### config.mk
export PLATFORM = sky130hd
export DESIGN_NAME = hit_resolver
export DESIGN_NICKNAME = d
export VERILOG_FILES = /design/src/rtl/game_pkg.sv /design/src/rtl/stun_counter.sv /design/src/rtl/hit_resolver.sv
export SDC_FILE = /design/constraint.sdc
export NUM_CORES = 1
export LEC_CHECK = 0
export BUFFER_PORTS_ARGS = -buffer_cell sky130_fd_sc_hd__buf_2
export CELL_PAD_IN_SITES_DETAIL_PLACEMENT = 1
export CELL_PAD_IN_SITES_GLOBAL_PLACEMENT = 2
export CORE_ASPECT_RATIO = 0.5
export CORE_MARGIN = 5
export CORE_UTILIZATION = 31
export CTS_CLUSTER_DIAMETER = 80
export DETAILED_ROUTE_END_ITERATION = 6
export HOLD_SLACK_MARGIN = 0.15
export PLACE_DENSITY_LB_ADDON = 0.08
export SETUP_SLACK_MARGIN = 0.4
export SYNTH_ARGS = -nofsm -noshare
export SYNTH_HDL_FRONTEND = slang
export SYNTH_HIERARCHICAL = 1
export SYNTH_SLANG_ARGS = --single-unit
export TNS_END_PERCENT = 20
### constraint.sdc
create_clock -name clk -period 4.3 [get_ports clk]
set_input_delay 0.86 -clock clk [delete_from_list [all_inputs] [get_ports clk]]
set_output_delay 0.86 -clock clk [all_outputs]
set_load 0.02 [all_outputs]
### src/rtl/game_pkg.sv
// Shared game definitions: fighter FSM state encodings, screen/sprite geometry
// and the attack-kind classification used by the hit resolver.
package game_pkg;

    // Fighter movement/attack FSM encodings, shared with the fighter FSM.
    localparam logic [2:0] FS_IDLE       = 3'd0;
    localparam logic [2:0] FS_FWD        = 3'd1;
    localparam logic [2:0] FS_BWD        = 3'd2;
    localparam logic [2:0] FS_ATTACK     = 3'd3;
    localparam logic [2:0] FS_DIR_ATTACK = 3'd4;
    localparam logic [2:0] FS_STARTUP    = 3'd5;
    localparam logic [2:0] FS_ACTIVE     = 3'd6;
    localparam logic [2:0] FS_RECOVERY   = 3'd7;

    localparam int unsigned SPRITE_W = 64;
    localparam int unsigned SCREEN_W = 640;

    typedef enum logic [1:0] {
        KIND_NONE,
        KIND_BASIC,
        KIND_DIR
    } atk_kind_t;

    // Directional wins when both attack flags are raised.
    function automatic atk_kind_t attack_kind(input logic attacking, input logic dir_attacking);
        if (dir_attacking) begin
            return KIND_DIR;
        end else if (attacking) begin
            return KIND_BASIC;
        end
        return KIND_NONE;
    endfunction

endpackage

### src/rtl/stun_counter.sv
// Loadable down-counter holding at zero.
//   clk, reset (sync, active-low)
//   load, load_val : reload the counter (reload wins over the decrement)
//   count          : remaining frames
//   busy           : count != 0
module stun_counter #(
    parameter int unsigned W = 5
) (
    input  logic         clk,
    input  logic         reset,
    input  logic         load,
    input  logic [W-1:0] load_val,
    output logic [W-1:0] count,
    output logic         busy
);

    always_ff @(posedge clk) begin
        if (!reset) begin
            count <= '0;
        end else if (load) begin
            count <= load_val;
        end else if (count != '0) begin
            count <= count - 1'b1;
        end
    end

    assign busy = (count != '0);

endmodule

### src/rtl/hit_resolver.sv
// Resolves one attacker's active frames against one defender: decides whether
// the attack connects and whether it is a hit or a block, and tracks the
// defender's stun, health and KO.
//   clk, reset (sync, active-low)
//   atk_state, atk_x, atk_attacking, atk_dir_attacking : attacker FSM outputs
//   def_x, def_back                                    : defender position and guard
//   hit_pulse, block_pulse                             : one-cycle outcome pulses
//   def_stun, stun_left                                : defender stun status
//   def_health, ko                                     : defender health, sticky KO
module hit_resolver
    import game_pkg::*;
#(
    parameter int unsigned SPRITE_W        = game_pkg::SPRITE_W,
    parameter int unsigned REACH_BASIC     = 40,
    parameter int unsigned REACH_DIR       = 56,
    parameter int unsigned HITSTUN_BASIC   = 12,
    parameter int unsigned HITSTUN_DIR     = 10,
    parameter int unsigned BLOCKSTUN_BASIC = 6,
    parameter int unsigned BLOCKSTUN_DIR   = 4,
    parameter int unsigned HEALTH_INIT     = 3
) (
    input  logic       clk,
    input  logic       reset,
    input  logic [2:0] atk_state,
    input  logic [9:0] atk_x,
    input  logic       atk_attacking,
    input  logic       atk_dir_attacking,
    input  logic [9:0] def_x,
    input  logic       def_back,
    output logic       hit_pulse,
    output logic       block_pulse,
    output logic       def_stun,
    output logic [4:0] stun_left,
    output logic [2:0] def_health,
    output logic       ko
);

    typedef enum logic [1:0] {
        R_IDLE,
        R_LATCHED,
        R_KO
    } res_state_t;

    res_state_t state;
    atk_kind_t  kind;
    logic [10:0] ax, dx, reach;
    logic        facing_right, connect, resolve, blocked;
    logic [4:0]  stun_val;
    logic [2:0]  health_dec;

    assign kind = attack_kind(atk_attacking, atk_dir_attacking);

    // 11-bit arithmetic so position + sprite + reach never wraps.
    always_comb begin
        ax           = {1'b0, atk_x};
        dx           = {1'b0, def_x};
        reach        = (kind == KIND_DIR) ? 11'(REACH_DIR) : 11'(REACH_BASIC);
        facing_right = (atk_x <= def_x);
        if (facing_right) begin
            connect = (dx <= ax + 11'(SPRITE_W) + reach);
        end else begin
            connect = (ax <= dx + 11'(SPRITE_W) + reach);
        end
    end

    assign resolve = (state == R_IDLE) && (atk_state == FS_ACTIVE) && (kind != KIND_NONE)
                     && connect;
    // Any remaining stun, hit or block, prevents guarding.
    assign blocked = def_back && (stun_left == 5'd0);

    always_comb begin
        if (blocked) begin
            stun_val = (kind == KIND_DIR) ? 5'(BLOCKSTUN_DIR) : 5'(BLOCKSTUN_BASIC);
        end else begin
            stun_val = (kind == KIND_DIR) ? 5'(HITSTUN_DIR) : 5'(HITSTUN_BASIC);
        end
    end

    assign health_dec = (def_health == 3'd0) ? 3'd0 : def_health - 3'd1;

    stun_counter #(
        .W (5)
    ) u_stun (
        .clk      (clk),
        .reset    (reset),
        .load     (resolve),
        .load_val (stun_val),
        .count    (stun_left),
        .busy     (def_stun)
    );

    always_ff @(posedge clk) begin
        if (!reset) begin
            state       <= R_IDLE;
            hit_pulse   <= 1'b0;
            block_pulse <= 1'b0;
            def_health  <= 3'(HEALTH_INIT);
            ko          <= 1'b0;
        end else begin
            hit_pulse   <= 1'b0;
            block_pulse <= 1'b0;
            unique case (state)
                R_IDLE: begin
                    if (resolve) begin
                        if (blocked) begin
                            block_pulse <= 1'b1;
                            state       <= R_LATCHED;
                        end else begin
                            hit_pulse  <= 1'b1;
                            def_health <= health_dec;
                            if (health_dec == 3'd0) begin
                                ko    <= 1'b1;
                                state <= R_KO;
                            end else begin
                                state <= R_LATCHED;
                            end
                        end
                    end
                end
                R_LATCHED: begin
                    if (atk_state != FS_ACTIVE) begin
                        state <= R_IDLE;
                    end
                end
                R_KO: begin
                    state <= R_KO;
                end
                default: begin
                    state <= R_IDLE;
                end
            endcase
        end
    end

endmodule

==> qor.yml, run 1 <==
outcome: "completed"
area.growth.synth_to_final_pct: 21.2
start_util_pct: 31.4
grt_overflow: 0
worst_pin_slew_ps: 662
cts_buffer_depth: 2
fin_skew_ps: 2.57
p_per_area_nw_per_um2: 291
totalPowerFinal_w: 0.000594
fin_nets: 307
ys_seq_area_share_pct: 15.4
setup_viol: 0
timing.rr.end: "u_stun/count[1]"
hold_ws_ps: 475
grt_max_degree: 20
dpl.hpwl_microns: 3860
hold_viol: 0
ctsHoldBuffers: 0
slowest_stage: "or4_1"
ys_types: 56
drv_slew: 0
wl_microns: 4520
io_buffers: 39
crit_type: "in2reg"
cts_tree: "yes"
async_flop_share_pct: 0
drive_above_1_share_pct: 25.8
grt_antenna_before_repair: 0
holdPathEnd: "ko"
grt_usage_pct: 13.1
totalNegativeSetupSlack_ps: 0
cp.arrival_ps: 3850
final_core_util_pct: 38.1
die_w_microns: 114
clk_latency_ps: 240
critPathMaxStageDelay_ps: 520
min_period_over_period_pct: 85.5
ctsHtreeMaxLevel: 1
worstPathCellList: "buf_2 > inv_1 > fa_1 > nand2_1 > nand3_1 > xor2_1 > ha_1 > nand3_1 > or2_1 > a21oi_2 > a2111oi_4 > o31ai_4 > nor2_4 > or4_1 > nand3_1"
vias: 1577
critPathMaxFanout: 6
fin_crit_ps: 3680
synth_area_sq_um: 1690
crit_top_cell: "nand3_1"
dr.first_iter.drc_count: 45
die-area_sq_um: 7110
synthCells: 201
hold_depth: 1
detail-route-antenna-nets: 0
timing.rr.start: "u_stun/count[3]"
max_slew_margin_pct: 54.7
synth_flop_cell: "dfxtp_1"
critPathLaunchType: "primary input"
holdCritPathClass: "reg2reg"
maxCapViolations: 0
synth-edff-count: 0
total_leakage_power_nw: 0.968
place_congestion: 0.769
path_clk_slew_ps: 50
synth_seq_cells: 13
grt_pass1_wl_microns: 7870
grt_pass1_vias: 1664
syn-mean-instance-area_sq_um: 8.39
cts_root_buf: "clkbuf_8"
core_area_sq_um: 5370
dr.pass1.iters: 4
ioPinCount: 40
wl_per_cell_microns: 14.2
final_cell_mix: "buf_2 (39), ha_1 (32), inv_1 (30), nand3_1 (16)"
worst_r2r_path_depth: 7
yosysWarnings: 6
diodes: 0
critPathRequiredTime_ps: 4480
preCtsSetupSlack_ps: 77.1
hold_start: "ko"
max_clock_freq_mhz: 272
final_common_cell: "buf_2"
fin_ws_ps: 623
rsz0062_at_grt: "no"
ir_drop_mv: 0.226
die_height_microns: 62.2
via_per_inst: 4.97
num_rows: 19
reg2reg_slack_ps: 2070
cts_buffers: 3
cts_sinks: 13
cp-end-kind: "register"
drc: 0
## synth_stat cells (2+ instances only)
master	number	area share, %
ha_1	32	24
inv_1	30	6.7
nand3_1	16	4.7
a21oi_1	13	3.9
dfxtp_1	13	15
nand2_1	7	1.6
xnor2_1	7	3.6
nor2_1	6	1.3
nand4_1	5	1.9
nor3_1	5	1.5
o21ai_0	4	1.2
xor2_1	4	2.1
a211oi_1	3	1.3
a21o_1	3	1.3
or4_1	3	1.3
a21oi_2	2	1.0
and2_1	2	0.74
and3_1	2	0.74
buf_6	2	1.3
fa_1	2	2.4
inv_2	2	0.45
nand3b_1	2	0.89
o21ai_1	2	0.59
or2_1	2	0.74
## stage by stage
| step | std cells | instance area [sq um] |
|---|---|---|
| floorplan | 202 | 1690 |
| global placement | 312 | 1960 |
| detailed placement | 312 | 1960 |
| CTS | 316 | 2020 |
| global route | 317 | 2040 |
| finish | 317 | 2040 |
## registers in the layout, summed over array words and instances, names as in the netlist
register      flops
block_pulse       1
ko                1
state             2
hit_pulse         1
u_stun/count      5
def_health        3
## how the worst max path moves through the flow
stage,endpoint,depth (start not counted),startpoint,slack (ps)
CTS,u_stun/count[1],14,atk_dir_attacking,420
global placement,u_stun/count[1],14,atk_dir_attacking,50
global route,u_stun/count[1],15,atk_dir_attacking,420
detailed placement,u_stun/count[1],14,atk_dir_attacking,80
finish,u_stun/count[1],15,atk_dir_attacking,620
floorplan,u_stun/count[1],14,atk_x[4],450
## power breakdown
group,internal (W),leakage (nW),total (W),switching (W)
Clock,0.0000653,0.0228,0.000107,0.0000414
Combinational,0.000135,0.839,0.000322,0.000187
Sequential,0.000138,0.106,0.000166,0.0000275
Total,0.000338,0.968,0.000594,0.000256
## timing repair
action                     CTS  global route
gates resized for setup      2             4
buffers inserted             0             1
pin swaps                    0             2
setup endpoints to repair    3             9
## critical path: cells and delay by family
family	cells	cell delay [ps]
AOI/OAI and AO/OA	3	520
xor gates and xnor gates	1	160
adders and majority gates	2	740
buffers and inverters	2	260
and+or+nand+nor	7	1300
## metal layers
metal  vias to the layer above  GRT usage [%]  part of all wire (%)  wire length [microns]
li1                        811              -                     -                      -
met1                       746           18.2                    51                   2300
met2                        18           21.9                    46                   2080
met3                         2           1.65                   2.7                    120
met4                         0           2.22                  0.38                     17
met5                         -              0                     0                      0
## cell type report
cell class / count / area, sq um
clock buffers: 4 / 45.0
fillers: 678 / 3330
inverters: 32 / 120
multi-input cells: 153 / 1310
flip-flops and latches: 13 / 260
well taps: 73 / 91.3
repair buffers: 42 / 218
## logic make-up after synthesis
family          Yosys count  synth area share [%]
compound gates           48                  22.9
xor+xnor                 11                  5.71
fa+ha+maj                34                  26.1
buf+inv                  36                  8.90
flops                    13                  15.4
other cells               1                 0.222
simple gates             58                  20.7
Note: power is estimated with default switching activity, not from simulation.
==> inputs of run 2 (changes only) <==
Settings changed: CORE_ASPECT_RATIO 0.5 to 0.75.
==> run 2 against run 1 <==
  * Setup slack worse by 87 ps
  * Wire length increased by 2.2%
  * Via count up 0.25%
  * Global-route usage up 0.77 points
  * Worst hold slack improved by 7.1 ps
  * Non-clock buffer count rose by 6
  * Critical path depth unchanged
  * Clock skew shrank 2.1 ps
  * Fmax fell by 2.3%
  * Sequential power about the same
  * Final cell count grew 2.5%
  * Critical endpoint unchanged
  * Largest power group unchanged
==> qor.yml, run 2 (synthesis results as in run 1) <==
outcome: "completed"
place_congestion: 0.780
maxUsedRoutingLayer: "met4"
critPathRequiredTime_ps: 4490
dpl.hpwl_microns: 4000
grt_overflow: 0
grt_antenna_before_repair: 0
dr.pass1.iters: 4
cts_buffer_depth: 2
cts_buffers: 3
timing.rr.end: "u_stun/count[1]"
io_buffers: 39
reg2reg_slack_ps: 2040
cts_tree: "yes"
pwr-share-comb_pct: 54.4
drv_slew: 0
max_slew_margin_pct: 57.1
rsz0062_at_grt: "yes"
p_switching_w: 0.000260
wl_per_cell_microns: 14.2
die_w_microns: 95.2
hold_start: "ko"
hold_viol: 0
hold_ws_ps: 482
route.met3.wl_microns: 158
fin_skew_ps: 0.451
critPathLaunchType: "primary input"
ctsHtreeMaxLevel: 1
total_leakage_power_nw: 0.997
max_clock_freq_mhz: 266
start_util_pct: 31.7
worst_pin_slew_ps: 627
cts_root_buf: "clkbuf_8"
final_common_cell: "buf_2"
drc: 0
crit_type: "in2reg"
clk_latency_ps: 240
reg_top3: "u_stun/count (5), def_health (3), state (2)"
timing.rr.start: "u_stun/count[3]"
ir_drop_mv: 0.0791
hold_depth: 1
vias: 1581
wl_met1_microns: 2600
cp.arrival_ps: 3950
setup_viol: 0
critPathMaxFanout: 7
wl_met2_microns: 1830
die_height_microns: 73.9
cp-end-kind: "register"
holdCritPathClass: "reg2reg"
power_frac_clock_pct: 18.3
grt_pass1_vias: 1529
p_per_area_nw_per_um2: 288
area.growth.synth_to_final_pct: 23.7
maxCapViolations: 0
holdPathEnd: "ko"
wl_microns: 4620
diodes: 0
grt_usage_pct: 13.9
detail-route-antenna-nets: 0
fin_nets: 313
num_rows: 23
dr.first_iter.drc_count: 35
regMostFlops: "u_stun/count"
cts_sinks: 13
grt_pass1_wl_microns: 7540
min_period_over_period_pct: 87.5
worst_r2r_path_depth: 7
pwr-share-seq_pct: 27.3
via_per_inst: 4.86
ioPinCount: 40
path_clk_slew_ps: 60
core_area_sq_um: 5320
final_core_util_pct: 39.2
fin_crit_ps: 3760
final_cell_mix: "buf_2 (39), ha_1 (32), inv_1 (30), nand3_1 (16)"
drive_above_1_share_pct: 27.2
die-area_sq_um: 7030
grt_max_degree: 20
switching_share_pct: 43.2
internal_power_w: 0.000342
largest_register_ffs: 5
## run 2: cell types whose count changed in the layout (fill, tap and decap cells not counted)
cell    previous run  this run
nor3_2             2         1
nor3_1             4         5
buf_4              3         9
## run 2: power by group through the flow
stage | registers (W) | clock network (W) | logic (W)
after global routing | 0.000168 | 0.000120 | 0.000369
after detailed placement | 0.000167 | 0 | 0.000324
after floorplan | 0.000182 | 0 | 0.000202
after CTS | 0.000164 | 0.000117 | 0.000328
final | 0.000164 | 0.000110 | 0.000327
after global placement | 0.000168 | 0 | 0.000326
## run 2: final cells by class
cell class / instances / area [sq um]
fillers: 673 / 3240
repair buffers: 48 / 263
inverters: 32 / 120
well taps: 75 / 93.8
clock buffers: 4 / 45.0
flip-flops and latches: 13 / 260
multi-input cells: 153 / 1310
## run 2: critical path: stages
cell and delay, ps:
buf_2 170, inv_1 70, fa_1 410, nand2_1 130, nand3_1 110, xor2_1 150
ha_1 340, nand3_1 110, or2_1 290, a21oi_2 220, a2111oi_4 100, o31ai_4 280
nor2_4 90, or4_1 530, nand3_1 80
## run 2: timing repair
item,4_1_cts,5_1_grt
hold buffers,0,0
endpoints found under the hold margin,0,0
setup buffers,0,2
gates resized for setup,2,3
endpoints found under the setup margin,3,9
pin swaps,0,1
## run 2: worst max-delay path by stage
stage                 startpoint              end
3_3_place_gp   atk_dir_attacking  u_stun/count[1]
3_5_place_dp   atk_dir_attacking  u_stun/count[1]
5_1_grt        atk_dir_attacking  u_stun/count[1]
6_report       atk_dir_attacking  u_stun/count[1]
2_1_floorplan           atk_x[4]  u_stun/count[1]
4_1_cts        atk_dir_attacking  u_stun/count[1]
## run 2: layer usage
layer	track usage, %	vias up
met5	0	-
met4	1.92	0
met1	21.7	723
met3	2.87	4
li1	-	825
met2	19.5	29
## run 2: stage by stage
| step | cells | power, W | TNS (ps) | setup WS, ps | instance area, sq um |
|---|---|---|---|---|---|
| finish | 325 | 0.000602 | 0 | 536 | 2090 |
| global route | 325 | 0.000657 | 0 | 358 | 2090 |
| CTS | 323 | 0.000610 | 0 | 408 | 2060 |
| detailed placement | 319 | 0.000491 | 0 | 12.1 | 2000 |
| global placement | 319 | 0.000494 | -16.7 | -16.4 | 2000 |
| floorplan | 202 | 0.000384 | 0 | 446 | 1690 |
